<file path="src/rtl/uart_pkg.sv">
// Shared UART constants and the transmitter state encoding.
// The receiver imports this package too, so both ends derive the same bit period.
package uart_pkg;

    localparam int CLK_FREQ   = 100_000_000;
    localparam int BAUD_RATE  = 9600;
    localparam int OVERSAMPLE = 4;
    localparam int FRAME_BITS = 10;
    localparam int DATA_BITS  = 8;

    // Truncate to a whole number of oversample ticks so TX and RX bit periods match exactly.
    function automatic int calc_bit_clks(input int clk_freq, input int baud, input int os);
        return (clk_freq / (baud * os)) * os;
    endfunction

    localparam int BIT_CLKS = calc_bit_clks(CLK_FREQ, BAUD_RATE, OVERSAMPLE);

    typedef enum logic [1:0] {
        IDLE  = 2'd0,
        START = 2'd1,
        DATA  = 2'd2,
        STOP  = 2'd3
    } tx_state_t;

endpackage

</file>
<file path="src/rtl/sync_fifo.sv">
// Synchronous FIFO with registered occupancy count and fall-through head data.
// Pushes while full and pops while empty are ignored.
module sync_fifo #(
    parameter int WIDTH = 8,
    parameter int DEPTH = 16
) (
    input  logic                     clk,
    input  logic                     reset,
    input  logic                     push,
    input  logic                     pop,
    input  logic [WIDTH-1:0]         din,
    output logic [WIDTH-1:0]         dout,
    output logic [$clog2(DEPTH):0]   count,
    output logic                     full,
    output logic                     empty
);
    localparam int AW = $clog2(DEPTH);
    localparam logic [AW:0] FULL_CNT = (AW+1)'(DEPTH);

    logic [WIDTH-1:0] r_mem [DEPTH];
    logic [AW-1:0]    r_wr_ptr;
    logic [AW-1:0]    r_rd_ptr;
    logic [AW:0]      r_count;
    logic             w_push;
    logic             w_pop;

    assign w_push = push && !full;
    assign w_pop  = pop && !empty;

    always_ff @(posedge clk) begin
        if (w_push) begin
            r_mem[r_wr_ptr] <= din;
        end
    end

    // Pointers wrap naturally because DEPTH is a power of two.
    always_ff @(posedge clk) begin
        if (reset) begin
            r_wr_ptr <= '0;
            r_rd_ptr <= '0;
            r_count  <= '0;
        end else begin
            if (w_push) r_wr_ptr <= r_wr_ptr + 1'b1;
            if (w_pop)  r_rd_ptr <= r_rd_ptr + 1'b1;
            case ({w_push, w_pop})
                2'b10:   r_count <= r_count + 1'b1;
                2'b01:   r_count <= r_count - 1'b1;
                default: r_count <= r_count;
            endcase
        end
    end

    assign dout  = r_mem[r_rd_ptr];
    assign count = r_count;
    assign full  = (r_count == FULL_CNT);
    assign empty = (r_count == '0);

endmodule

</file>
<file path="src/rtl/uart_tx_fifo.sv">
// UART 8N1 transmitter fed from a byte FIFO; TxD comes straight from a flop.
// Back-to-back frames are chained from the last stop-bit clock with no idle gap.
module uart_tx_fifo #(
    parameter int CLK_FREQ   = uart_pkg::CLK_FREQ,
    parameter int BAUD_RATE  = uart_pkg::BAUD_RATE,
    parameter int OVERSAMPLE = uart_pkg::OVERSAMPLE,
    parameter int FIFO_DEPTH = 16
) (
    input  logic                            clk,
    input  logic                            reset,
    input  logic [7:0]                      tx_data,
    input  logic                            tx_valid,
    output logic                            tx_ready,
    output logic                            TxD,
    output logic                            busy,
    output logic                            tx_done,
    output logic [$clog2(FIFO_DEPTH):0]     fifo_count
);
    import uart_pkg::tx_state_t;
    import uart_pkg::IDLE;
    import uart_pkg::START;
    import uart_pkg::DATA;
    import uart_pkg::STOP;
    import uart_pkg::DATA_BITS;
    import uart_pkg::calc_bit_clks;

    localparam int BIT_CLKS = calc_bit_clks(CLK_FREQ, BAUD_RATE, OVERSAMPLE);
    localparam int TW       = $clog2(BIT_CLKS);
    localparam logic [TW-1:0] TIMER_LAST = TW'(BIT_CLKS - 1);
    localparam logic [2:0]    IDX_LAST   = 3'(DATA_BITS - 1);

    tx_state_t   r_state;
    tx_state_t   w_state_nxt;
    logic [TW-1:0] r_bit_timer;
    logic [TW-1:0] w_timer_nxt;
    logic [2:0]  r_bit_idx;
    logic [2:0]  w_idx_nxt;
    logic [7:0]  r_shift;
    logic [7:0]  w_shift_nxt;
    logic        r_txd;
    logic        w_txd_nxt;
    logic        w_bit_end;
    logic        w_pop;
    logic        w_push;
    logic        w_tx_done;
    logic [7:0]  w_fifo_dout;
    logic        w_full;
    logic        w_empty;
    logic [$clog2(FIFO_DEPTH):0] w_count;

    assign tx_ready = !w_full && !reset;
    assign w_push   = tx_valid && tx_ready;

    sync_fifo #(
        .WIDTH (8),
        .DEPTH (FIFO_DEPTH)
    ) u_fifo (
        .clk   (clk),
        .reset (reset),
        .push  (w_push),
        .pop   (w_pop),
        .din   (tx_data),
        .dout  (w_fifo_dout),
        .count (w_count),
        .full  (w_full),
        .empty (w_empty)
    );

    assign w_bit_end = (r_bit_timer == TIMER_LAST);

    always_comb begin
        w_state_nxt = r_state;
        w_timer_nxt = r_bit_timer + 1'b1;
        w_idx_nxt   = r_bit_idx;
        w_shift_nxt = r_shift;
        w_pop       = 1'b0;
        w_tx_done   = 1'b0;
        case (r_state)
            IDLE: begin
                w_timer_nxt = '0;
                if (!w_empty) begin
                    w_pop       = 1'b1;
                    w_shift_nxt = w_fifo_dout;
                    w_state_nxt = START;
                end
            end
            START: begin
                if (w_bit_end) begin
                    w_timer_nxt = '0;
                    w_idx_nxt   = '0;
                    w_state_nxt = DATA;
                end
            end
            DATA: begin
                if (w_bit_end) begin
                    w_timer_nxt = '0;
                    w_shift_nxt = {1'b0, r_shift[7:1]};
                    if (r_bit_idx == IDX_LAST) begin
                        w_state_nxt = STOP;
                    end else begin
                        w_idx_nxt = r_bit_idx + 1'b1;
                    end
                end
            end
            STOP: begin
                if (w_bit_end) begin
                    w_tx_done   = 1'b1;
                    w_timer_nxt = '0;
                    if (!w_empty) begin
                        w_pop       = 1'b1;
                        w_shift_nxt = w_fifo_dout;
                        w_state_nxt = START;
                    end else begin
                        w_state_nxt = IDLE;
                    end
                end
            end
            default: begin
                w_timer_nxt = '0;
                w_state_nxt = IDLE;
            end
        endcase
    end

    // Line level is decided from the next state so the flop output changes exactly on bit boundaries.
    always_comb begin
        w_txd_nxt = 1'b1;
        case (w_state_nxt)
            START:   w_txd_nxt = 1'b0;
            DATA:    w_txd_nxt = w_shift_nxt[0];
            default: w_txd_nxt = 1'b1;
        endcase
    end

    always_ff @(posedge clk) begin
        if (reset) begin
            r_state     <= IDLE;
            r_bit_timer <= '0;
            r_bit_idx   <= '0;
            r_shift     <= '0;
            r_txd       <= 1'b1;
        end else begin
            r_state     <= w_state_nxt;
            r_bit_timer <= w_timer_nxt;
            r_bit_idx   <= w_idx_nxt;
            r_shift     <= w_shift_nxt;
            r_txd       <= w_txd_nxt;
        end
    end

    assign TxD        = r_txd;
    assign busy       = (r_state != IDLE);
    assign tx_done    = w_tx_done;
    assign fifo_count = w_count;

endmodule

</file>
<file path="config.mk">
export PLATFORM = sky130hd
export DESIGN_NAME = uart_tx_fifo
export DESIGN_NICKNAME = d
export VERILOG_FILES = /design/src/rtl/uart_pkg.sv /design/src/rtl/sync_fifo.sv /design/src/rtl/uart_tx_fifo.sv
export SDC_FILE = /design/constraint.sdc
export NUM_CORES = 1
export LEC_CHECK = 0
export CAP_MARGIN = 20
export CORE_MARGIN = 2
export CORE_UTILIZATION = 60
export CTS_BUF_LIST = sky130_fd_sc_hd__clkbuf_16
export DETAILED_ROUTE_END_ITERATION = 8
export HOLD_SLACK_MARGIN = 0.05
export PLACE_DENSITY = 0.9
export RECOVER_POWER = 100
export SLEW_MARGIN = 20
export SYNTH_ARGS = -nofsm -noshare
export SYNTH_HDL_FRONTEND = slang
export SYNTH_SLANG_ARGS = --single-unit
</file>
<file path="constraint.sdc">
create_clock -name clk -period 3.92 [get_ports clk]
set_input_delay 0.98 -clock clk [delete_from_list [all_inputs] [get_ports clk]]
set_output_delay 0.98 -clock clk [all_outputs]
set_load 0.01 [all_outputs]
</file>
==> results of run 1 <==
-- sequential cells by signal, summed over array words and instances (netlist names), named ones only --
signal and count:
u_fifo.r_rd_ptr 4, u_fifo.count 5, TxD 1, u_fifo.r_wr_ptr 4, r_state 2, r_shift 8, u_fifo.r_mem 128, r_bit_timer 14
r_bit_idx 3
-- worst register-to-register path: cells and delay by family (launching register included) --
family                   cells  cell delay (ps)
AO/OA/AOI/OAI                4              920
XOR/XNOR                     2              250
adder cells (fa/ha/maj)      3              760
buffers and inverters        1              200
flip-flops                   1              440
AND/OR/NAND/NOR              4              950
-- Yosys cell counts (4+ instances only) --
master	count	area share
a21oi_1	24	0.016
xor2_1	11	0.013
and3_1	8	0.0069
nor3_1	6	0.0041
o21ai_0	6	0.0041
a211oi_1	8	0.0082
xnor2_1	11	0.013
mux2i_1	14	0.019
nor2b_1	11	0.0095
nand3_1	4	0.0027
edfxtp_1	128	0.53
dfxtp_1	45	0.12
nor2_1	52	0.027
ha_1	17	0.029
nand2_1	18	0.0093
inv_1	12	0.0062
mux4_2	32	0.099
clkbuf_1	23	0.012
or3_1	7	0.0060
a22oi_1	9	0.0093
-- layout make-up --
class	count	area, um2	area share
repair buffers	42	296.5	0.03597
clock inverters	14	181.4	0.02201
inverters	12	45.04	0.005464
flip-flops and latches	173	4745	0.5755
clock buffers	17	425.4	0.05160
well taps	147	183.9	0.02231
multi-input cells	277	2367	0.2871
-- layer usage --
layer	up-vias	GRT usage	routed length [um]
li1	1934	-	-
met2	192	0.4198	7823
met1	2157	0.3069	5929
met5	-	0	0
met4	0	0.09268	302
met3	29	0.06035	847
-- how the worst min path moves through the flow --
stage                                         start                        end  slack, ps  cells after the start
after floorplan           r_bit_timer[0]$_SDFF_PP0_  r_bit_timer[0]$_SDFF_PP0_        410                      1
after global placement    r_bit_timer[0]$_SDFF_PP0_  r_bit_timer[0]$_SDFF_PP0_        420                      1
after detailed placement  r_bit_timer[0]$_SDFF_PP0_  r_bit_timer[0]$_SDFF_PP0_        440                      1
after CTS                 r_bit_timer[0]$_SDFF_PP0_  r_bit_timer[0]$_SDFF_PP0_        450                      1
after global routing      r_bit_timer[0]$_SDFF_PP0_  r_bit_timer[0]$_SDFF_PP0_        470                      1
final                     r_bit_timer[0]$_SDFF_PP0_  r_bit_timer[0]$_SDFF_PP0_        450                      1
-- logic make-up after synthesis --
| kind of cell | Yosys count |
|---|---|
| buffers and inverters | 40 |
| DFF | 173 |
| and+or+nand+nor | 127 |
| AOI/OAI and AO/OA | 64 |
| adders and majority gates | 17 |
| xor gates and xnor gates | 22 |
| muxes | 47 |
-- metrics by stage --
stage / total power [mW] / instance area, um2 / setup WS [ps] / hold slack [ps]
4_1_cts: 5.177 / 8318 / 332.1 / 451.5
2_1_floorplan: 3.076 / 7282 / 270.7 / 413.2
5_1_grt: 5.346 / 8244 / 78.59 / 471.3
6_report: 5.147 / 8244 / 280.6 / 450.9
3_3_place_gp: 3.323 / 7711 / 297.1 / 423.6
3_5_place_dp: 3.384 / 7711 / 232.5 / 441.5
-- power by group through the flow --
stage                     logic (mW)  registers [mW]  clock network (mW)
after floorplan                0.923            2.15                   0
after global placement          1.10            2.22                   0
after detailed placement        1.16            2.23                   0
after CTS                       1.22            2.19                1.76
after global routing            1.32            2.20                1.82
final                           1.22            2.19                1.74
-- cells in the final DEF, fill, tap and decap left out, drive strengths merged, types with 9 or more instances in the layout --
master	instances
xor2	11
edfxtp	128
nor2b	11
clkbuf	35
inv	20
ha	17
nand2	18
nor2	52
mux4	32
dlygate4sd3	19
mux2i	14
dfxtp	45
a21oi	24
a22oi	9
xnor2	11
==> reports/metrics.yaml, run 1 <==
power_and_ir_drop:
  p_per_area_nw_per_um2: 624.4
  pwr-share-comb: 0.236
  p_clk_frac: 0.338
  p_seq_frac: 0.426
  switching_share: 0.2980
  intPower_mw: 3.613
  ir_worst_vdd_v: 0.0005672
  p_switching_mw: 1.534
  p_leak_nw: 2.705
setup_path:
  reg2reg_depth: 14
  r2r_slack_ps: 280
  path_max_fanout: 11
  endpoint: "u_fifo.count[4]$_SDFFE_PP0P_"
  path_buf_inv: 1
  r2r_end: "u_fifo.count[4]$_SDFFE_PP0P_"
  rr_startpoint: "r_state[1]$_SDFF_PP0_"
  cp.depth: 14
  crit_type: "flop to flop"
  crit_start: "r_state[1]$_SDFF_PP0_"
  arrival_ps: 3940
  crit_chain: "ha_1 -> nor3b_1 -> a41oi_4 -> nor3_2 -> ha_1 -> buf_4 -> xor2_1 -> ha_1 -> nand2_1 -> a22oi_1 -> a211o_1 -> o31ai_1 -> xnor2_1 -> nor2_1"
  required_ps: 4220
  crit_path_start_kind: "flop"
  slowest_stage: "dfxtp_1"
  critPathCaptureType: "flop"
  slowest_delay_ps: 440
  cpLargestDelayFamily: "simple AND/OR/NAND/NOR gates"
  crit_top_cell: "ha_1"
placement:
  dp_cells: 651
  port_buffers: 19
  gp_congestion: 0.8081
  dp.final_hpwl_mm: 8.896
global_routing:
  globalRouteTotalUtil: 0.2460
  grt_pass1_wl_mm: 23.25
  grt_max_degree: 34
  overflow: 0
  antenna_found_initial: 0
  grt_pass1_vias: 4237
clocking:
  h-tree-depth: 4
  path_clk_slew_ps: 70
  cts-root-buf: "clkbuf_16"
  postCtsHoldBufs: 0
  post_cts_resized: 0
  cts.path.max_buffers: 2
  cts_inserted_buffers: 17
  clock-sinks: 173
  post_cts_buffers: 0
  clk_latency_ps: 430
  cts_tree: "yes"
yosys:
  ys_async_sr_fraction: 0
  synth_xor_xnor_area_share: 0.02646
  yosys.area_share.simple: 0.09003
  syn-num-nets: 518
  synth-seq-cells: 173
  synthesis.area_per_instance_um2: 14.86
  synth-adder-area-share: 0.02921
  synth_edf_count: 128
  synthMuxAreaShare: 0.1198
  synth_cell_type_count: 51
  synth_top_family_by_area: "multiplexers"
  synthCells: 490
  synth_warnings: 0
  synth_ff_type: "edfxtp_1"
  synth_compound_area_frac: 0.06048
  ys_seq_area_frac: 0.6515
  synth_area_um2: 7282
sta:
  max_slew_margin: 0.1727
  fmax_mhz: 274.8
  drv_slew: 0
  period_share: 0.9284
  post-route-min-period_ps: 3639
  worst_pin_slew_ps: 1239
  grt_setup_unrepaired: "no"
  clock_skew_ps: 15.68
  hold_viol_final: 0
  fin_setup_tns_ps: 0
  finalSetupViolations: 0
final_layout:
  nNetsFinal: 551
  fillers: 730
  layout.cells.non_filler: 682
  final_util: 0.6921
  syn_to_final_growth_pct: 13.21
  layout-drive-gt1-share: 0.1383
  n_antenna_cell: 0
run_status:
  status: "completed"
drt:
  routedWlPerCell_um: 21.85
  first_pass_iters: 6
  ant_nets: 0
  drc: 0
  first_iter_violations: 375
  num_vias: 4312
  vias_per_cell: 6.323
  routed_wirelength_mm: 14.90
die:
  die_h_um: 114.2
  die_area_um2: 13030
  pin_count: 20
  rows: 40
  initial_core_util: 0.6113
  core_area_um2: 11910
  die_x_um: 114.2
hold_path:
  hold_class: "flop to flop"
run:
  cap_violations: 0
Power figures use the tool's default switching activity.
==> run 2, diff against run 1 <==
CAP_MARGIN = default   (was 20)
DONT_BUFFER_PORTS = 1   (was default)
PLACE_DENSITY = 0.88   (was 0.9)
clock period = 3.9 ns   (was 3.92 ns; I/O delays follow)
==> run 2 against run 1 <==
Register-to-register slack improved by 110 ps. Setup slack improved by 110 ps. Utilization shrank 2.3 points. Die area unchanged. Clock power is 3% lower. Flip-flop and latch count did not move. Combinational power down 12%. Critical path depth fell by 2. Clock skew shrank 0.70 ps. Final cell count fell by 4.5%. Count of clock-buffer cells in the layout unchanged. Power fell by 3.3%. Largest cell class unchanged. Highest routed layer unchanged.
==> reports/metrics.yaml, run 2 (synthesis gave the netlist of run 1 again) <==
run_status:
  status: "completed"
final_layout:
  largest_reg_flops: 128  # unchanged
  largest_register: "u_fifo.r_mem"
  syn_to_final_growth_pct: 9.502
  nNetsFinal: 519  # -5.8%
  layout_common_cells: "128 x edfxtp_1, 52 x nor2_1, 45 x dfxtp_1, 32 x mux4_2, 24 x a21oi_1"
  layout-drive-gt1-share: 0.1429  # +0.004539
  n_antenna_cell: 0  # unchanged
  reg_top3: "u_fifo.r_mem (128), r_bit_timer (14), r_shift (8)"
  fin_area_um2: 7974  # -3.3%
  layout.cells.non_filler: 651  # -4.5%
  final_common_cell: "edfxtp_1"
setup_path:
  critPathCaptureType: "flop"
  required_ps: 4220  # about the same
  arrival_ps: 3830  # -110 ps
  crit_type: "flop to flop"
  crit_path_start_kind: "flop"
  path_max_fanout: 7  # -4
  reg2reg_depth: 12  # -2
die:
  core_area_um2: 11910  # unchanged
  die_h_um: 114.2  # unchanged
  die_x_um: 114.2  # unchanged
  die_area_um2: 13030  # unchanged
  initial_core_util: 0.6113  # unchanged
  rows: 40  # unchanged
  pin_count: 20  # unchanged
clocking:
  cts-root-buf: "clkbuf_16"
  clock-sinks: 173  # unchanged
  cts.path.max_buffers: 2  # unchanged
  cts_tree: "yes"
  h-tree-depth: 4  # unchanged
  postCtsHoldBufs: 0  # unchanged
  clk_latency_ps: 430  # about the same
  path_clk_slew_ps: 70  # about the same
  post_cts_resized: 0  # unchanged
  post_cts_buffers: 0  # unchanged
  cts_inserted_buffers: 17  # unchanged
power_and_ir_drop:
  p_seq_frac: 0.446  # +0.020
  p_total_mw: 4.978  # -3.3%
  p_per_area_nw_per_um2: 624.3  # about the same
  p_leak_nw: 2.570  # -5.0%
  switching_share: 0.3029  # +0.004846
  p_switching_mw: 1.508  # -1.7%
  intPower_mw: 3.470  # -4.0%
  p_clk_frac: 0.340  # +0.002
  ir_worst_vdd_v: 0.0005193  # -8.5%
  pwr-share-comb: 0.215  # -0.021
drt:
  first_iter_violations: 380  # +1.3%
  num_vias: 4112  # -4.6%
  first_pass_iters: 5  # -1
  drc: 0  # unchanged
  vias_per_cell: 6.316  # about the same
  routed_wirelength_mm: 14.43  # -3.2%
  routedWlPerCell_um: 22.16  # +1.4%
  ant_nets: 0  # unchanged
sta:
  hold_viol_final: 0  # unchanged
  grt_setup_unrepaired: "no"
  fin_setup_tns_ps: 0  # unchanged
  finalSetupViolations: 0  # unchanged
  post-route-min-period_ps: 3508  # -131.3 ps
  hold_ws_ps: 447.8  # -3.070 ps
  fmax_mhz: 285.1  # +3.7%
  clock_skew_ps: 14.98  # -0.6965 ps
  max_slew_margin: 0.1660  # -0.006618
  period_share: 0.8995  # -0.02891
  worst_pin_slew_ps: 1249  # +9.914 ps
  drv_slew: 0  # unchanged
global_routing:
  grt_pass1_vias: 4129  # -2.5%
  globalRouteTotalUtil: 0.2412  # -0.004830
  grt_pass1_wl_mm: 22.57  # -2.9%
  antenna_found_initial: 0  # unchanged
  grt_max_degree: 35  # +2.9%
  overflow: 0  # unchanged
hold_path:
  hold_class: "flop to flop"
  min_path_cells: 1  # unchanged
run:
  cap_violations: 0  # unchanged
placement:
  gp_congestion: 0.8488  # +5.0%
  dp.final_hpwl_mm: 8.719  # -2.0%
  port_buffers: 0  # -19
  dp_cells: 619  # -4.9%
  placed_area_um2: 7423  # -3.7%
[run 2: cell count changes in the layout (fill, tap and decap cells not counted), sizes merged]
cell	before	now
clkbuf	35	24
clkinvlp	1	3
buf	5	3
clkinv	2	6
inv	20	17
bufinv	3	1
dlygate4sd3	19	0
[run 2: metrics by stage]
stage               utilization  setup slack [ps]
detailed placement       0.6232             486.7
global placement         0.6232             597.6
CTS                      0.6737             489.0
floorplan                     -             255.7
global route             0.6694             133.4
finish                   0.6694             392.0
[run 2: critical path: stages (launching register included)]
cell	delay, ps
dfxtp_1	420
ha_1	240
nor3b_1	240
a41oi_1	340
nor3_2	460
ha_1	240
ha_1	300
or3b_2	490
a21oi_1	140
nor3_1	70
o31ai_1	260
xnor2_1	150
nor2_1	50
[run 2: worst paths after layout]
path	start	to	slack [ps]
worst max-delay path	r_state[1]$_SDFF_PP0_	u_fifo.count[4]$_SDFFE_PP0P_	390
worst min-delay path	r_bit_timer[0]$_SDFF_PP0_	r_bit_timer[0]$_SDFF_PP0_	450
worst min register to register	r_bit_timer[0]$_SDFF_PP0_	r_bit_timer[0]$_SDFF_PP0_	450
worst max register to register	r_state[1]$_SDFF_PP0_	u_fifo.count[4]$_SDFFE_PP0P_	390
[run 2: power groups by stage]
| stage | Sequential (mW) | Combinational, mW | Clock [mW] |
|---|---|---|---|
| 6_report | 2.22 | 1.07 | 1.69 |
| 5_1_grt | 2.24 | 1.16 | 1.77 |
| 4_1_cts | 2.22 | 1.07 | 1.71 |
| 3_5_place_dp | 2.26 | 1.05 | 0 |
| 3_3_place_gp | 2.25 | 1.00 | 0 |
| 2_1_floorplan | 2.16 | 0.928 | 0 |
[run 2: cell type report]
cell class,instances,area (um2)
fillers,761,3938
clock inverters,15,176.4
clock buffers,17,425.4
well taps,147,183.9
inverters,12,45.04
multi-input cells,277,2349
repair buffers,10,50.05
flip-flops and latches,173,4745
[run 2: layer usage]
metal | track usage | routed length (um) | vias up
li1 | - | - | 1866
met1 | 0.3044 | 5793 | 2071
met2 | 0.3964 | 7613 | 153
met3 | 0.06564 | 757 | 22
met4 | 0.1041 | 264 | 0
met5 | 0 | 0 | -
==> run 3, diff against run 2 <==
clock period = 4.11 ns   (was 3.9 ns; I/O delays follow)
==> run 3 against run 2 <==
The flow now finishes with violations (max-capacitance violations, max-slew violations). Sequential share of layout area fell by 0.12 points. Combinational power barely moved. Critical path depth did not move. Design area rose by 0.20%. Via count rose by 2.1%. Register-to-register slack got worse by 110 ps. Non-clock buffer count fell by 2. Flip-flop and latch count did not move. Largest cell class unchanged. Routed wire length rose by 0.51%. First-iteration DRC count rose by 13%.
==> reports/metrics.yaml, run 3 (synthesis gave the netlist of run 1 again) <==
run_status:
  status: "finished with violations"
  violations: "max-capacitance violations, max-slew violations"
drt:
  ant_nets: 0  # unchanged
  num_vias: 4197  # +2.1%
  routed_wirelength_mm: 14.50  # +0.51%
  first_iter_violations: 431  # +13%
  first_pass_iters: 5  # unchanged
  vias_per_cell: 6.467  # +2.4%
  drc: 0  # unchanged
  routedWlPerCell_um: 22.34  # +0.82%
sta:
  fmax_mhz: 261.5  # -8.3%
  hold_viol_final: 0  # unchanged
  post-route-min-period_ps: 3824  # +315.8 ps
  clock_skew_ps: 12.25  # -2.733 ps
  worst_pin_slew_ps: 1511  # +261.6 ps
  finalSetupViolations: 0  # unchanged
  grt_setup_unrepaired: "no"
  setup_ws_ps: 286.2  # -105.8 ps
  drv_slew: 24  # +24
  period_share: 0.9304  # +0.03087
  hold_ws_ps: 459.4  # +11.58 ps
  max_slew_margin: -0.008608  # -0.1747
  fin_setup_tns_ps: 0  # unchanged
setup_path:
  required_ps: 4430  # +210 ps
  crit_type: "flop to flop"
  path_max_fanout: 12  # +5
  critPathCaptureType: "flop"
  crit_path_start_kind: "flop"
  crit_top_cell: "ha_1"
  slowest_delay_ps: 520  # +30 ps
  rr_startpoint: "r_state[1]$_SDFF_PP0_"
  slowest_stage: "or3b_2"
  cpLargestDelayFamily: "simple AND/OR/NAND/NOR gates"
  path_buf_inv: 0  # unchanged
  crit_chain: "ha_1 -> nor3b_1 -> a41oi_4 -> nor3_2 -> ha_2 -> ha_1 -> or3b_2 -> a21oi_1 -> nor3_1 -> o31ai_1 -> xnor2_1 -> nor2_1"
  arrival_ps: 4140  # +310 ps
  crit_start: "r_state[1]$_SDFF_PP0_"
clocking:
  post_cts_buffers: 0  # unchanged
  cts_tree: "yes"
  cts.path.max_buffers: 2  # unchanged
  h-tree-depth: 4  # unchanged
  cts-root-buf: "clkbuf_16"
  clock-sinks: 173  # unchanged
  cts_inserted_buffers: 17  # unchanged
  postCtsHoldBufs: 0  # unchanged
  clk_latency_ps: 440  # about the same
  post_cts_resized: 0  # unchanged
  path_clk_slew_ps: 60  # about the same
final_layout:
  largest_register: "u_fifo.r_mem"
  multi_input_area_um2: 2370  # +0.91%
  largest_reg_flops: 128  # unchanged
  fin_area_um2: 7990  # +0.20%
  regArea_um2: 4745  # unchanged
  final_common_cell: "edfxtp_1"
  layout_common_cells: "128 x edfxtp_1, 52 x nor2_1, 45 x dfxtp_1, 32 x mux4_2, 24 x a21oi_1"
  syn_to_final_growth_pct: 9.725
  nNetsFinal: 517  # -0.39%
  n_antenna_cell: 0  # unchanged
  layout-drive-gt1-share: 0.1394  # -0.003415
  fillers: 758  # -0.39%
  reg_top3: "u_fifo.r_mem (128), r_bit_timer (14), r_shift (8)"
  final_util: 0.6708  # +0.001365
global_routing:
  use_met2: 0.3952  # -0.001190
  antenna_found_initial: 0  # unchanged
  grt_pass1_wl_mm: 22.88  # +1.4%
  grt_max_degree: 35  # unchanged
  use_met1: 0.3067  # +0.002341
  globalRouteTotalUtil: 0.2414  # +0.0002610
  overflow: 0  # unchanged
  busiest_layer: "met2"
  grt_pass1_vias: 4149  # +0.48%
  use_met3: 0.06776  # +0.002118
power_and_ir_drop:
  p_per_area_nw_per_um2: 603.0  # -3.4%
  ir_worst_vdd_v: 0.0004169  # -20%
  p_leak_nw: 2.589  # +0.74%
hold_path:
  holdCritStartpoint: "r_shift[4]$_SDFFE_PP0P_"
  hold_class: "flop to flop"
die:
  die_h_um: 114.2  # unchanged
  die_area_um2: 13030  # unchanged
  core_area_um2: 11910  # unchanged
  initial_core_util: 0.6113  # unchanged
  rows: 40  # unchanged
  die_x_um: 114.2  # unchanged
  pin_count: 20  # unchanged
placement:
  dp_slack_ps: 318.0  # -168.6 ps
  gp_congestion: 0.8208  # -3.3%
  dp.final_hpwl_mm: 8.891  # +2.0%
  placed_area_um2: 7408  # -0.20%
  port_buffers: 0  # unchanged
run:
  cap_violations: 1  # +1
[run 3: changes by cell type in the layout (fill, tap and decap cells not counted), sizes merged]
cell / change
buf: -1
bufinv: +2
clkbuf: -1
clkinv: -4
clkinvlp: -3
inv: +5
[run 3: cell type report]
cell class                      count  area share
Clock buffer                       17     0.05324
Clock inverter                     15     0.02302
Inverter                           12    0.005637
Multi-Input combinational cell    277      0.2966
Sequential cell                   173      0.5938
Tap cell                          147     0.02302
Timing Repair Buffer                8    0.004698
[run 3: final timing paths]
path / slack [ps] / to / cells past startpoint
worst min-delay path: 460 / r_shift[3]$_SDFFE_PP0P_ / 2
worst max-delay path: 290 / u_fifo.count[4]$_SDFFE_PP0P_ / 12
worst min register to register: 460 / r_shift[3]$_SDFFE_PP0P_ / 2
worst max register to register: 290 / u_fifo.count[4]$_SDFFE_PP0P_ / 12
[run 3: metal layers]
layer / share of wire / wire (um)
met1: 0.39 / 5710
met2: 0.51 / 7431
met3: 0.064 / 934
met4: 0.029 / 425
met5: 0 / 0
[run 3: tightest hold or removal path, stage by stage, from the launching register on]
cell     delay [ps]
dfxtp_1         320
nand2_1          60
a21oi_1          50
[run 3: power by group]
part	leakage, nW	total [mW]	internal, mW	switching (mW)
clock	0.312	1.67	0.969	0.696
sequential	1.52	2.11	1.97	0.145
combinational	0.759	1.04	0.468	0.574
[run 3: stage by stage]
step,instances,power [mW]
finish,649,4.818
global route,649,4.999
CTS,649,4.811
detailed placement,617,3.143
global placement,617,3.080
floorplan,490,2.934
